## src/rtl/mem_stage_lsu_pkg.sv

```systemverilog
// Shared definitions for the MEM-stage load/store unit.
//   lsu_state_e : access sequencer states
//   F3_*        : funct3 size/sign encodings for loads and stores
package mem_stage_lsu_pkg;

    typedef enum logic [1:0] {
        IDLE = 2'd0,
        REQ  = 2'd1,
        WAIT = 2'd2,
        DONE = 2'd3
    } lsu_state_e;

    localparam logic [2:0] F3_B  = 3'b000;
    localparam logic [2:0] F3_H  = 3'b001;
    localparam logic [2:0] F3_W  = 3'b010;
    localparam logic [2:0] F3_BU = 3'b100;
    localparam logic [2:0] F3_HU = 3'b101;

endpackage

```

## src/rtl/mem_stage_lsu_if.sv

```systemverilog
// req/gnt/rvalid data bus between the LSU and memory.
//   master : LSU side   (drives request, address, strobes, write data)
//   slave  : memory side (drives gnt, rvalid, read data)
interface mem_stage_lsu_if #(
    parameter int unsigned XLEN = 32
);
    logic            mem_req;
    logic            mem_we;
    logic [XLEN-1:0] mem_addr;
    logic [3:0]      mem_wstrb;
    logic [XLEN-1:0] mem_wdata;
    logic            mem_gnt;
    logic            mem_rvalid;
    logic [XLEN-1:0] mem_rdata;

    modport master (
        output mem_req, mem_we, mem_addr, mem_wstrb, mem_wdata,
        input  mem_gnt, mem_rvalid, mem_rdata
    );

    modport slave (
        input  mem_req, mem_we, mem_addr, mem_wstrb, mem_wdata,
        output mem_gnt, mem_rvalid, mem_rdata
    );
endinterface

```

## src/rtl/mem_stage_lsu_align.sv

```systemverilog
// Combinational lane logic for the LSU.
//   addr_lo, funct3, is_store, wdata -> wstrb, wdata_lane, bad (misaligned/illegal)
//   addr_lo, funct3, rdata           -> ld_ext (sign/zero-extended load value)
module mem_stage_lsu_align
    import mem_stage_lsu_pkg::*;
#(
    parameter int unsigned XLEN = 32
) (
    input  logic [1:0]      addr_lo,
    input  logic [2:0]      funct3,
    input  logic            is_store,
    input  logic [XLEN-1:0] wdata,
    input  logic [XLEN-1:0] rdata,
    output logic [3:0]      wstrb,
    output logic [XLEN-1:0] wdata_lane,
    output logic            bad,
    output logic [XLEN-1:0] ld_ext
);
    logic [7:0]  rd_byte;
    logic [15:0] rd_half;

    always_comb begin
        wstrb      = '0;
        wdata_lane = '0;
        bad        = 1'b0;
        case (funct3)
            F3_B: begin
                wstrb      = 4'b0001 << addr_lo;
                wdata_lane = {4{wdata[7:0]}};
            end
            F3_H: begin
                bad        = addr_lo[0];
                wstrb      = 4'b0011 << addr_lo;
                wdata_lane = {2{wdata[15:0]}};
            end
            F3_W: begin
                bad        = (addr_lo != 2'b00);
                wstrb      = 4'b1111;
                wdata_lane = wdata;
            end
            // Unsigned variants exist only for loads
            F3_BU:   bad = is_store;
            F3_HU:   bad = is_store | addr_lo[0];
            default: bad = 1'b1;
        endcase
    end

    always_comb begin
        rd_byte = rdata[{addr_lo, 3'b000} +: 8];
        rd_half = addr_lo[1] ? rdata[31:16] : rdata[15:0];
        ld_ext  = '0;
        case (funct3)
            F3_B:    ld_ext = {{(XLEN-8){rd_byte[7]}}, rd_byte};
            F3_H:    ld_ext = {{(XLEN-16){rd_half[15]}}, rd_half};
            F3_W:    ld_ext = rdata;
            F3_BU:   ld_ext = {{(XLEN-8){1'b0}}, rd_byte};
            F3_HU:   ld_ext = {{(XLEN-16){1'b0}}, rd_half};
            default: ld_ext = '0;
        endcase
    end
endmodule

```

## src/rtl/mem_stage_lsu.sv

```systemverilog
// MEM-stage load/store unit: sequences one bus access per EX/MEM entry,
// stalls the pipeline until it completes, and returns extended load data.
//   clk, rst                         : clock, asynchronous active-high reset
//   ex_valid/ex_mem_rd/ex_mem_wr     : EX/MEM entry valid, load, store
//   ex_funct3/ex_addr/ex_wdata       : size/sign field, byte address, store data
//   stall_mem                        : hold IF/ID/EX/MEM registers
//   ld_data/ld_valid                 : extended load result and its 1-cycle strobe
//   access_err                       : 1-cycle pulse, misaligned or illegal access
//   bus_err                          : 1-cycle pulse, bus timeout
//   bus                              : req/gnt/rvalid data bus (master side)
module mem_stage_lsu
    import mem_stage_lsu_pkg::*;
#(
    parameter int unsigned XLEN           = 32,
    parameter int unsigned TIMEOUT_CYCLES = 64
) (
    input  logic            clk,
    input  logic            rst,
    input  logic            ex_valid,
    input  logic            ex_mem_rd,
    input  logic            ex_mem_wr,
    input  logic [2:0]      ex_funct3,
    input  logic [XLEN-1:0] ex_addr,
    input  logic [XLEN-1:0] ex_wdata,
    output logic            stall_mem,
    output logic [XLEN-1:0] ld_data,
    output logic            ld_valid,
    output logic            access_err,
    output logic            bus_err,
    mem_stage_lsu_if.master bus
);
    localparam int unsigned CNT_W = (TIMEOUT_CYCLES > 1) ? $clog2(TIMEOUT_CYCLES) : 1;
    localparam logic [CNT_W-1:0] CNT_LAST =
        CNT_W'((TIMEOUT_CYCLES > 0) ? TIMEOUT_CYCLES - 1 : 0);

    lsu_state_e       state;
    logic [CNT_W-1:0] cnt;
    logic [2:0]       acc_f3;
    logic [1:0]       acc_lo;
    logic             acc_load;

    logic             idle;
    logic             req_any;
    logic             both;
    logic             accept;
    logic             timeout_hit;
    logic [1:0]       sel_lo;
    logic [2:0]       sel_f3;
    logic             sel_store;
    logic [3:0]       a_wstrb;
    logic [XLEN-1:0]  a_wdata;
    logic [XLEN-1:0]  a_ext;
    logic             a_bad;

    // In IDLE the aligner checks the incoming entry; afterwards it extends
    // read data using the size/lane captured at accept.
    assign idle      = (state == IDLE);
    assign sel_lo    = idle ? ex_addr[1:0] : acc_lo;
    assign sel_f3    = idle ? ex_funct3 : acc_f3;
    assign sel_store = idle ? ex_mem_wr : ~acc_load;

    mem_stage_lsu_align #(.XLEN(XLEN)) u_align (
        .addr_lo    (sel_lo),
        .funct3     (sel_f3),
        .is_store   (sel_store),
        .wdata      (ex_wdata),
        .rdata      (bus.mem_rdata),
        .wstrb      (a_wstrb),
        .wdata_lane (a_wdata),
        .bad        (a_bad),
        .ld_ext     (a_ext)
    );

    assign req_any     = ex_valid & (ex_mem_rd | ex_mem_wr);
    assign both        = ex_mem_rd & ex_mem_wr;
    assign accept      = idle & req_any & ~both & ~a_bad;
    assign access_err  = idle & req_any & (both | a_bad);
    assign stall_mem   = accept | (state == REQ) | (state == WAIT);
    assign timeout_hit = (TIMEOUT_CYCLES != 0) && (cnt == CNT_LAST);

    always_ff @(posedge clk or posedge rst) begin
        if (rst) begin
            state         <= IDLE;
            cnt           <= '0;
            acc_f3        <= '0;
            acc_lo        <= '0;
            acc_load      <= 1'b0;
            ld_data       <= '0;
            ld_valid      <= 1'b0;
            bus_err       <= 1'b0;
            bus.mem_req   <= 1'b0;
            bus.mem_we    <= 1'b0;
            bus.mem_addr  <= '0;
            bus.mem_wstrb <= '0;
            bus.mem_wdata <= '0;
        end else begin
            ld_valid <= 1'b0;
            bus_err  <= 1'b0;
            case (state)
                IDLE: begin
                    if (accept) begin
                        state         <= REQ;
                        cnt           <= '0;
                        acc_f3        <= ex_funct3;
                        acc_lo        <= ex_addr[1:0];
                        acc_load      <= ex_mem_rd;
                        bus.mem_req   <= 1'b1;
                        bus.mem_we    <= ex_mem_wr;
                        bus.mem_addr  <= {ex_addr[XLEN-1:2], 2'b00};
                        bus.mem_wstrb <= ex_mem_wr ? a_wstrb : 4'b0000;
                        bus.mem_wdata <= ex_mem_wr ? a_wdata : '0;
                    end
                end
                REQ: begin
                    if (bus.mem_gnt || timeout_hit) begin
                        bus.mem_req   <= 1'b0;
                        bus.mem_we    <= 1'b0;
                        bus.mem_addr  <= '0;
                        bus.mem_wstrb <= '0;
                        bus.mem_wdata <= '0;
                    end
                    // A granted store completes even on the last budget cycle;
                    // a granted load must still fit its response in the budget.
                    if (bus.mem_gnt && !acc_load) begin
                        state <= DONE;
                    end else if (timeout_hit) begin
                        state   <= DONE;
                        bus_err <= 1'b1;
                    end else begin
                        cnt <= cnt + 1'b1;
                        if (bus.mem_gnt) state <= WAIT;
                    end
                end
                WAIT: begin
                    if (bus.mem_rvalid) begin
                        state    <= DONE;
                        ld_data  <= a_ext;
                        ld_valid <= 1'b1;
                    end else if (timeout_hit) begin
                        state   <= DONE;
                        bus_err <= 1'b1;
                    end else begin
                        cnt <= cnt + 1'b1;
                    end
                end
                DONE: begin
                    state   <= IDLE;
                    cnt     <= '0;
                    ld_data <= '0;
                end
                default: state <= IDLE;
            endcase
        end
    end
endmodule

```

## src/flat_wrapper.sv

```systemverilog
// flat-port wrapper written by rule: the top's interface ports become plain ports
module mem_stage_lsu_flat import mem_stage_lsu_pkg::*;
#(
    parameter int unsigned XLEN           = 32,
    parameter int unsigned TIMEOUT_CYCLES = 64
)
  (clk, rst, ex_valid, ex_mem_rd, ex_mem_wr, ex_funct3, ex_addr, ex_wdata, stall_mem, ld_data, ld_valid, access_err, bus_err, bus_mem_req, bus_mem_we, bus_mem_addr, bus_mem_wstrb, bus_mem_wdata, bus_mem_gnt, bus_mem_rvalid, bus_mem_rdata);
  mem_stage_lsu_if #(.XLEN(XLEN)) bus_i ();
  input  logic clk;
  input  logic rst;
  input  logic ex_valid;
  input  logic ex_mem_rd;
  input  logic ex_mem_wr;
  input  logic [2:0] ex_funct3;
  input  logic [XLEN-1:0] ex_addr;
  input  logic [XLEN-1:0] ex_wdata;
  output logic stall_mem;
  output logic [XLEN-1:0] ld_data;
  output logic ld_valid;
  output logic access_err;
  output logic bus_err;
  output wire logic [$bits(bus_i.mem_req)-1:0] bus_mem_req;
  output wire logic [$bits(bus_i.mem_we)-1:0] bus_mem_we;
  output wire logic [$bits(bus_i.mem_addr)-1:0] bus_mem_addr;
  output wire logic [$bits(bus_i.mem_wstrb)-1:0] bus_mem_wstrb;
  output wire logic [$bits(bus_i.mem_wdata)-1:0] bus_mem_wdata;
  input wire logic [$bits(bus_i.mem_gnt)-1:0] bus_mem_gnt;
  input wire logic [$bits(bus_i.mem_rvalid)-1:0] bus_mem_rvalid;
  input wire logic [$bits(bus_i.mem_rdata)-1:0] bus_mem_rdata;
  assign bus_mem_req = bus_i.mem_req;
  assign bus_mem_we = bus_i.mem_we;
  assign bus_mem_addr = bus_i.mem_addr;
  assign bus_mem_wstrb = bus_i.mem_wstrb;
  assign bus_mem_wdata = bus_i.mem_wdata;
  assign bus_i.mem_gnt = bus_mem_gnt;
  assign bus_i.mem_rvalid = bus_mem_rvalid;
  assign bus_i.mem_rdata = bus_mem_rdata;
  mem_stage_lsu #(.XLEN(XLEN), .TIMEOUT_CYCLES(TIMEOUT_CYCLES)) u_core (.clk(clk), .rst(rst), .ex_valid(ex_valid), .ex_mem_rd(ex_mem_rd), .ex_mem_wr(ex_mem_wr), .ex_funct3(ex_funct3), .ex_addr(ex_addr), .ex_wdata(ex_wdata), .stall_mem(stall_mem), .ld_data(ld_data), .ld_valid(ld_valid), .access_err(access_err), .bus_err(bus_err), .bus(bus_i));
endmodule
```

## config.mk

```make
export PLATFORM = sky130hd
export DESIGN_NAME = mem_stage_lsu_flat
export DESIGN_NICKNAME = d
export VERILOG_FILES = /design/src/rtl/mem_stage_lsu_pkg.sv /design/src/rtl/mem_stage_lsu_if.sv /design/src/rtl/mem_stage_lsu_align.sv /design/src/rtl/mem_stage_lsu.sv /design/src/flat_wrapper.sv
export SDC_FILE = /design/constraint.sdc
export NUM_CORES = 1
export LEC_CHECK = 0
export ABC_AREA = 1
export CAP_MARGIN = 0
export CORE_UTILIZATION = 50
export CTS_CLUSTER_SIZE = 8
export DETAILED_ROUTE_END_ITERATION = 8
export DONT_BUFFER_PORTS = 1
export GPL_TIMING_DRIVEN = 0
export PLACE_DENSITY = 0.66
export SYNTH_ARGS = -nofsm -noshare
export SYNTH_HDL_FRONTEND = slang
export SYNTH_SLANG_ARGS = --single-unit
```

## constraint.sdc

```tcl
create_clock -name clk -period 10.6 [get_ports clk]
set_input_delay 2.12 -clock clk [delete_from_list [all_inputs] [get_ports clk]]
set_output_delay 2.12 -clock clk [all_outputs]
set_load 0.02 [all_outputs]
```

==> results_dict.tcl, run 1 <==
set metrics [dict create \
    status "complete, no violations" \
    n_antenna_cell 0 \
    min_from "u_core.cnt[3]" \
    dr.first_iter.drc_count 548 \
    final_common_cell "nand2_1" \
    required_ns 8.48 \
    fmax_mhz 174 \
    antenna_found_initial 0 \
    netlist-cell-type-count 31 \
    synth_area_per_cell_um2 7.07 \
    clk_path_buf_depth 2 \
    leakage_nw 4.10 \
    grtUsageTotal_pct 29.8 \
    critical_path.max_fanout 10 \
    globalplace.congestion 0.934 \
    clkLatencyLatePin_ns 0.42 \
    fp.dieW_um 115 \
    mostFrequentLayoutCells "nand2_1 (412), dfrtp_1 (116), nand3_1 (88), inv_1 (52), nor2_1 (42)" \
    drive_above_1_share_pct 9.07 \
    worstRegToRegCells 14 \
    setup_viol 0 \
    cts_buffers 17 \
    maxSlewViolCount 0 \
    vdd_ir_drop_max_uv 170 \
    synthToLayoutAreaGrowth_pct 12.9 \
    totalWireLength_um 19300 \
    routed_via_density 5.49 \
    max-cap-violations 0 \
    power_frac_seq_pct 31.1 \
    clkTransAtPathRegs_ns 0.05 \
    powerDensity_nw_per_um2 345 \
    finalHoldViolCount 0 \
    utilization_pct 58.9 \
    grt_pass1_wl_um 29700 \
    grt_max_degree 60 \
    ant_nets 0 \
    p_clk_share_pct 22.7 \
    intPower_w 0.00128 \
    timing.final.crit_share_pct 54.3 \
    synth_cells 905 \
    synth_seq_area_share_pct 45.4 \
    rsz0062_at_grt "false" \
    route.detailed.drc 0 \
    htreeDepth 4 \
    vias 6063 \
    clock_sinks 116 \
    cts_tree "done" \
    initial_core_util_pct 52.2 \
    worst_pin_slew_ns 0.845 \
    fin_skew_ns 0.0128 \
    hold_end "u_core.cnt[3]" \
    cp.arrival_ns 3.64 \
    rows 40 \
    cp-start-kind "input pin" \
    grt_remaining_overflow 0 \
    r2r_start "u_core.state[0]" \
    rr_endpoint "u_core.bus.mem_wdata[27]" \
    fin_setup_tns_ns 0 \
    postCtsSetupBuffers 0 \
    dpl.hpwl_um 14600 \
    end_kind "output port" \
    hp-class "register to register" \
    synthesis.area_um2 6400 \
    p_comb_share_pct 46.2 \
    whs_path_depth 2 \
    die_h_um 115 \
    dpl.cell_count 1075 \
    ys_ff_latch 116 \
    max-slew-margin-rel_pct 43.3 \
    core-area_um2 12300 \
    fillers 1165 \
    nets 1037 \
    drt_first_pass_iters 7 \
    die_area_um2 13300 \
    io_pins 212 \
    worstSetupPathType "input pin to output port" \
    fin_cells 1105 \
    cts_hold_buf 0 \
    io_buffers 0 \
    period_minus_slack_ns 5.76 \
    switchingPower_w 0.00121 \
    p_sw_share_pct 48.6 \
    rrSetupSlack_ns 7.99 \
    first_global_vias 5751 \
    wl_per_cell_um 17.4 \
    root_buffer "clkbuf_16" \
    ctsResizeCount 0 \
    yosys_warnings 0 \
]
## synth_stat cells, drive strengths merged
| master | number | share of area [%] |
|---|---|---|
| nand2 | 420 | 25 |
| dfrtp | 116 | 45 |
| nand3 | 89 | 7.0 |
| inv | 56 | 3.3 |
| nor2 | 46 | 2.9 |
| buf | 37 | 3.8 |
| a21oi | 30 | 2.3 |
| nand4 | 30 | 2.9 |
| o21ai | 24 | 1.9 |
| clkbuf | 17 | 1.0 |
| nor3 | 12 | 1.0 |
| o211ai | 10 | 1.2 |
| ha | 5 | 0.98 |
| a22oi | 3 | 0.35 |
| clkinv | 2 | 0.12 |
| nor3b | 2 | 0.23 |
| or2 | 2 | 0.20 |
| a211oi | 1 | 0.12 |
| a31oi | 1 | 0.098 |
| and3 | 1 | 0.098 |
| conb | 1 | 0.059 |
## per-stage QoR
| stage | hold WS [ns] | setup WS, ns | total power [W] | cell area (µm²) |
|---|---|---|---|---|
| 6_report | 0.494 | 4.84 | 0.00249 | 7220 |
| 5_1_grt | 0.528 | 4.66 | 0.00267 | 7220 |
| 4_1_cts | 0.498 | 4.87 | 0.00249 | 7220 |
| 3_5_place_dp | 0.486 | 4.88 | 0.00192 | 6640 |
| 3_3_place_gp | 0.473 | 4.28 | 0.00189 | 6610 |
| 2_1_floorplan | 0.453 | 5.20 | 0.00161 | 6400 |
## flip-flops by register name, summed over array words and instances (netlist names), 2 cells and up
signal and flops:
u_core.acc_f3 3, u_core.acc_lo 2, u_core.bus.mem_addr 30, u_core.bus.mem_wdata 32, u_core.bus.mem_wstrb 4, u_core.cnt 6, u_core.ld_data 32, u_core.state 2
## cells by family after synthesis
family | synth area share (%)
AOI/OAI and AO/OA | 6.02
adders and majority gates | 0.978
buffers and inverters | 8.17
DFF | 45.4
other | 0.0586
and+or+nand+nor | 39.4
## area by class of cell
cell class / count / area [µm²] / area share, %
well taps: 168 / 210 / 2.91
flip-flops and latches: 116 / 2900 / 40.2
plain buffers: 54 / 305 / 4.23
multi-input cells: 678 / 2980 / 41.2
clock inverters: 4 / 70.1 / 0.970
inverters: 58 / 220 / 3.05
repair buffers: 1 / 27.5 / 0.381
clock buffers: 26 / 509 / 7.05
## worst max path at each step
stage,end,slack (ns),startpoint,depth (start not counted)
floorplan,stall_mem,5.20,ex_mem_wr,11
global placement,u_core.ld_data[19],4.28,rst,1
detailed placement,stall_mem,4.88,ex_mem_wr,11
CTS,stall_mem,4.87,ex_mem_wr,11
global route,stall_mem,4.66,ex_mem_wr,11
finish,stall_mem,4.84,ex_mem_wr,11
## critical path: stages
cell and delay [ns]:
buf_2 0.19, inv_2 0.12, nand2_1 0.08, nand2_1 0.05
nand2_1 0.06, nand3_1 0.07, nand2_1 0.13, inv_2 0.06
nand3_2 0.09, clkbuf_1 0.34, nand3_1 0.33
## layer usage
| layer | vias to the layer above | routed length, µm | GRT usage (%) |
|---|---|---|---|
| met3 | 31 | 1890 | 9.75 |
| met4 | 0 | 469 | 13.4 |
| li1 | 2933 | - | - |
| met5 | - | 0 | 0 |
| met2 | 264 | 9110 | 48.1 |
| met1 | 2835 | 7820 | 36.3 |
## power by group through the flow
stage	clock [W]	combinational, W	sequential [W]
2_1_floorplan	0	0.000863	0.000749
3_3_place_gp	0	0.00112	0.000775
3_5_place_dp	0	0.00114	0.000779
4_1_cts	0.000573	0.00115	0.000775
5_1_grt	0.000594	0.00129	0.000788
6_report	0.000566	0.00115	0.000775
Power figures use the tool's default switching activity.
==> run 2: changes to the inputs <==
--- a/config.mk
+++ b/config.mk
@@ -12,7 +12,7 @@
 export DETAILED_ROUTE_END_ITERATION = 8
 export DONT_BUFFER_PORTS = 1
 export GPL_TIMING_DRIVEN = 0
-export PLACE_DENSITY = 0.66
+export PLACE_DENSITY = 0.69
 export SYNTH_ARGS = -nofsm -noshare
 export SYNTH_HDL_FRONTEND = slang
 export SYNTH_SLANG_ARGS = --single-unit
==> constraint.sdc (replaced) <==
create_clock -name clk -period 4.65 [get_ports clk]
set_input_delay 0.93 -clock clk [delete_from_list [all_inputs] [get_ports clk]]
set_output_delay 0.93 -clock clk [all_outputs]
set_load 0.02 [all_outputs]
==> results_dict.tcl, run 2 (same netlist as run 1, synthesis figures left out) <==
set metrics [dict create \
    status "complete, no violations" \
    cp-start-kind "register" \
    finalHoldViolCount 0 \
    rr_endpoint "u_core.bus.mem_wstrb[1]" \
    switchingPower_w 0.00281 \
    route.detailed.drc 0 \
    worst_pin_slew_ns 0.588 \
    r2r_start "u_core.state[0]" \
    p_sw_share_pct 48.6 \
    first_global_vias 5627 \
    vias 6029 \
    dpl.hpwl_um 13900 \
    cts_buffers 17 \
    die_h_um 115 \
    p_comb_share_pct 45.4 \
    fin_cells 1106 \
    die_area_um2 13300 \
    intPower_w 0.00296 \
    postCtsSetupBuffers 0 \
    final_common_cell "nand2_1" \
    io_pins 212 \
    crit_family "simple AND/OR/NAND/NOR gates" \
    utilization_pct 59.3 \
    grtUsageTotal_pct 29.2 \
    grt_max_degree 66 \
    cpMaxStageDelayCell "dfrtp_1" \
    dpl.cell_count 1075 \
    mostFrequentLayoutCells "nand2_1 (412), dfrtp_1 (116), nand3_1 (88), inv_1 (52), nor2_1 (42)" \
    wl_per_cell_um 16.9 \
    drive_above_1_share_pct 9.59 \
    ant_nets 0 \
    power_frac_seq_pct 30.4 \
    htreeDepth 4 \
    worstSetupPathType "register to output port" \
    max-cap-violations 0 \
    fin_ws_ns 0.899 \
    routed_via_density 5.45 \
    io_buffers 0 \
    rows 40 \
    worstRegToRegCells 13 \
    clock_sinks 116 \
    max-slew-margin-rel_pct 60.8 \
    seq_area_um2 2900 \
    grt_remaining_overflow 0 \
    dr.first_iter.drc_count 569 \
    root_buffer "clkbuf_16" \
    clk_path_buf_depth 2 \
    totalWireLength_um 18600 \
    initial_core_util_pct 52.2 \
    p_clk_share_pct 24.1 \
    powerDensity_nw_per_um2 793 \
    drt_first_pass_iters 5 \
    worstPathCellList "inv_1 -> ha_1 -> buf_6 -> nand2_1 -> nand2_2 -> nor2_4 -> nand3_1 -> nand2_1 -> inv_2 -> nand3_2 -> clkbuf_1 -> nand3_1" \
    end_kind "output port" \
    nets 1037 \
    n_antenna_cell 0 \
    globalplace.congestion 0.958 \
    grt_pass1_wl_um 29300 \
    rrSetupSlack_ns 2.06 \
    cp-startpoint "u_core.state[0]" \
    required_ns 3.72 \
    clkLatencyLatePin_ns 0.42 \
    synthToLayoutAreaGrowth_pct 13.7 \
    holdWs_ns 0.407 \
    finalPower_w 0.00577 \
    timing.final.crit_share_pct 80.7 \
    ctsResizeCount 0 \
    period_minus_slack_ns 3.75 \
    core-area_um2 12300 \
    fp.dieW_um 115 \
    crit_buf_inv 4 \
    maxSlewViolCount 0 \
    multi_input_area_um2 2980 \
    critical_path.max_fanout 10 \
    rsz0062_at_grt "false" \
    setup_viol 0 \
    antenna_found_initial 0 \
    hp-class "input pin to asynchronous set/reset pin" \
    leakage_nw 4.11 \
    cts_tree "done" \
    cp.arrival_ns 2.82 \
    clkTransAtPathRegs_ns 0.06 \
    largestRegisters "u_core.bus.mem_wdata (32), u_core.ld_data (32), u_core.bus.mem_addr (30)" \
    fin_skew_ns 0.00745 \
    pre_cts_ws_ns 1.29 \
    cts_hold_buf 0 \
    vdd_ir_drop_max_uv 291 \
    fillers 1154 \
    cpPeakStageDelay_ns 0.44 \
    fmax_mhz 267 \
]
## run 2: power groups by stage
stage	registers (W)	clock network (W)	logic, W
6_report	0.00176	0.00139	0.00262
4_1_cts	0.00176	0.00141	0.00259
2_1_floorplan	0.00171	0	0.00197
3_3_place_gp	0.00177	0	0.00255
5_1_grt	0.00179	0.00145	0.00296
3_5_place_dp	0.00177	0	0.00258
## run 2: worst max path at each step
| stage | to | cells after the start |
|---|---|---|
| floorplan | u_core.acc_f3[0] | 1 |
| global placement | u_core.bus.mem_addr[24] | 1 |
| finish | stall_mem | 12 |
| detailed placement | stall_mem | 11 |
| CTS | stall_mem | 12 |
| global route | stall_mem | 12 |
## run 2: routing by layer
| layer | global-route usage (%) | wire length (µm) | share of wire [%] | vias to the layer above |
|---|---|---|---|---|
| li1 | - | - | - | 2943 |
| met1 | 38.9 | 8060 | 43 | 2805 |
| met2 | 44.2 | 8420 | 45 | 243 |
| met3 | 9.28 | 1730 | 9.3 | 38 |
| met4 | 11.8 | 425 | 2.3 | 0 |
| met5 | 0 | 0 | 0 | - |
## run 2: cell type report
class	count	share of cell area, %
Sequential cell	116	39.9
Multi-Input combinational cell	678	40.9
Tap cell	168	2.89
Buffer	54	4.20
Timing Repair Buffer	1	0.378
Inverter	58	3.06
Clock inverter	14	2.80
Clock buffer	17	5.85
## run 2: worst register-to-register path: stages, from the launching register on
cell	delay [ns]
dfrtp_1	0.44
inv_1	0.09
ha_1	0.24
buf_6	0.15
buf_6	0.14
nand2_1	0.08
nand2_2	0.12
nand2_1	0.30
nand2_1	0.08
nand2_1	0.13
clkbuf_1	0.41
a21oi_1	0.10
nand3_1	0.12
nand2_1	0.06
## run 2: per-stage QoR
stage | TNS [ns] | area [µm²]
floorplan | 0 | 6400
global placement | -86.91 | 6610
detailed placement | 0 | 6650
global route | 0 | 7270
finish | 0 | 7270
CTS | 0 | 7270
==> run 3: changes to the inputs <==
--- a/config.mk
+++ b/config.mk
@@ -12,7 +12,7 @@
 export DETAILED_ROUTE_END_ITERATION = 8
 export DONT_BUFFER_PORTS = 1
 export GPL_TIMING_DRIVEN = 0
-export PLACE_DENSITY = 0.69
+export PLACE_DENSITY = 0.66
 export SYNTH_ARGS = -nofsm -noshare
 export SYNTH_HDL_FRONTEND = slang
 export SYNTH_SLANG_ARGS = --single-unit
==> constraint.sdc (replaced) <==
create_clock -name clk -period 3.81 [get_ports clk]
set_input_delay 0.762 -clock clk [delete_from_list [all_inputs] [get_ports clk]]
set_output_delay 0.762 -clock clk [all_outputs]
set_load 0.02 [all_outputs]
==> results_dict.tcl, run 3 (same netlist as run 1, synthesis figures left out) <==
set metrics [dict create \
    fin_area_um2 7180 \
    cts_buffers 17 \
    routed_via_density 5.56 \
    period_minus_slack_ns 3.40 \
    clkLatencyLatePin_ns 0.42 \
    required_ns 3.05 \
    rsz0062_at_grt "false" \
    mostFrequentLayoutCells "nand2_1 (412), dfrtp_1 (116), nand3_1 (88), inv_1 (52), nor2_1 (42)" \
    clk_path_buf_depth 2 \
    antenna_found_initial 0 \
    maxSlewViolCount 0 \
    clkTransAtPathRegs_ns 0.05 \
    hp-class "input pin to asynchronous set/reset pin" \
    dpl.cell_count 1076 \
    cp_num_cells 12 \
    pre_cts_ws_ns 0.677 \
    r2r_start "u_core.state[0]" \
    finalPower_w 0.00680 \
    critical_path.max_fanout 12 \
    cpMaxStageDelayCell "dfrtp_1" \
    timing.final.crit_share_pct 89.1 \
    cpPeakStageDelay_ns 0.44 \
    io_buffers 0 \
    end_kind "output port" \
    fin_skew_ns 0.00819 \
    cts_tree "done" \
    largestRegisters "u_core.bus.mem_wdata (32), u_core.ld_data (32), u_core.bus.mem_addr (30)" \
    final_common_cell "nand2_1" \
    rrSetupSlack_ns 1.06 \
    n_antenna_cell 0 \
    grt_remaining_overflow 0 \
    cp-start-kind "register" \
    fmax_mhz 295 \
    synthToLayoutAreaGrowth_pct 12.2 \
    setup_viol 0 \
    finalHoldViolCount 0 \
    status "complete, no violations" \
    die_h_um 115 \
    vdd_ir_drop_max_uv 409 \
    placed_area_um2 6660 \
    crit_buf_inv 3 \
    grt_max_degree 42 \
    vias 6123 \
    fin_setup_tns_ns 0 \
    worstSetupEndpoint "stall_mem" \
    rr_endpoint "u_core.bus.mem_addr[7]" \
    die_area_um2 13300 \
    crit_family "simple AND/OR/NAND/NOR gates" \
    core-area_um2 12300 \
    fin_cells 1102 \
    cp.arrival_ns 2.63 \
    fin_ws_ns 0.415 \
    totalWireLength_um 18900 \
    powerDensity_nw_per_um2 946 \
    worstPathCellList "inv_1 -> ha_1 -> inv_2 -> buf_6 -> nand2_1 -> nand2_1 -> nand2_1 -> nor2_1 -> nor2_1 -> nor2_2 -> nand3_2 -> nand3_1" \
    fillers 1195 \
    grtUsageTotal_pct 29.9 \
    first_global_vias 5952 \
    io_pins 212 \
    grt_pass1_wl_um 29900 \
    drive_above_1_share_pct 9.21 \
    ctsResizeCount 0 \
    nets 1037 \
    globalplace.congestion 0.928 \
    max-slew-margin-rel_pct 45.3 \
    fp.dieW_um 115 \
    rows 40 \
    htreeDepth 4 \
    worstRegToRegCells 17 \
    leakage_nw 4.08 \
    drt_first_pass_iters 8 \
    route.detailed.drc 0 \
    path_common_cell "nand2_1" \
    root_buffer "clkbuf_16" \
    initial_core_util_pct 52.2 \
    dr.first_iter.drc_count 488 \
    worstSetupPathType "register to output port" \
    clock_sinks 116 \
    max-cap-violations 0 \
    dpl.hpwl_um 14400 \
    wl_per_cell_um 17.1 \
    ant_nets 0 \
    cp-startpoint "u_core.state[0]" \
    worst_pin_slew_ns 0.816 \
]
[run 3: cell types whose count changed in the layout (fill, tap and decap cells not counted), moves of 2 or more]
cell	change
inv_6	-3
clkinv_2	+4
clkinv_4	-5
bufinv_16	-3
clkbuf_8	+3
buf_12	+2
[run 3: repair_timing]
| action | CTS | global route |
|---|---|---|
| setup endpoints to repair | 0 | 1 |
| endpoints found under the hold margin | 0 | 0 |
| hold buffers | 0 | 0 |
| setup buffers | 0 | 0 |
[run 3: layout make-up]
class,count,area [µm²],share of cell area [%]
clock buffers,21,470,6.55
well taps,168,210,2.93
plain buffers,53,302,4.20
repair buffers,2,40.0,0.558
clock inverters,6,57.6,0.802
multi-input cells,678,2980,41.5
flip-flops and latches,116,2900,40.4
inverters,58,221,3.08
[run 3: worst register-to-register path, delay by kind of cell, from the launching register on]
| family | cells | cell delay, ns |
|---|---|---|
| buffers and inverters | 5 | 0.64 |
| DFF | 1 | 0.44 |
| adders and majority gates | 1 | 0.25 |
| and+or+nand+nor | 11 | 1.31 |
[run 3: how the worst min path moves through the flow]
stage / depth (start not counted) / end / slack (ns)
6_report: 1 / u_core.ld_data[9] / 0.37
5_1_grt: 1 / u_core.ld_data[9] / 0.42
4_1_cts: 1 / u_core.ld_data[9] / 0.37
3_5_place_dp: 2 / u_core.acc_lo[1] / 0.49
3_3_place_gp: 2 / u_core.acc_lo[1] / 0.47
2_1_floorplan: 2 / u_core.acc_lo[1] / 0.45
[run 3: stage by stage]
stage / util, % / hold slack, ns
6_report: 58.6 / 0.372
5_1_grt: 58.6 / 0.416
4_1_cts: 58.6 / 0.373
3_5_place_dp: 54.3 / 0.490
3_3_place_gp: 54.0 / 0.471
2_1_floorplan: - / 0.453
[run 3: power by group]
| group | total, W | switching [W] | internal, W |
|---|---|---|---|
| registers | 0.00215 | 0.000588 | 0.00156 |
| logic | 0.00321 | 0.00225 | 0.000961 |
| clock network | 0.00144 | 0.000516 | 0.000921 |
[run 3: metal layers]
metal  vias to the layer above  track usage, %  part of all wire, %
li1                       2924               -                    -
met1                      2882            35.8                   40
met2                       268            47.9                   47
met3                        49            10.1                  9.6
met4                         0            15.5                  3.3
met5                         -               0                    0
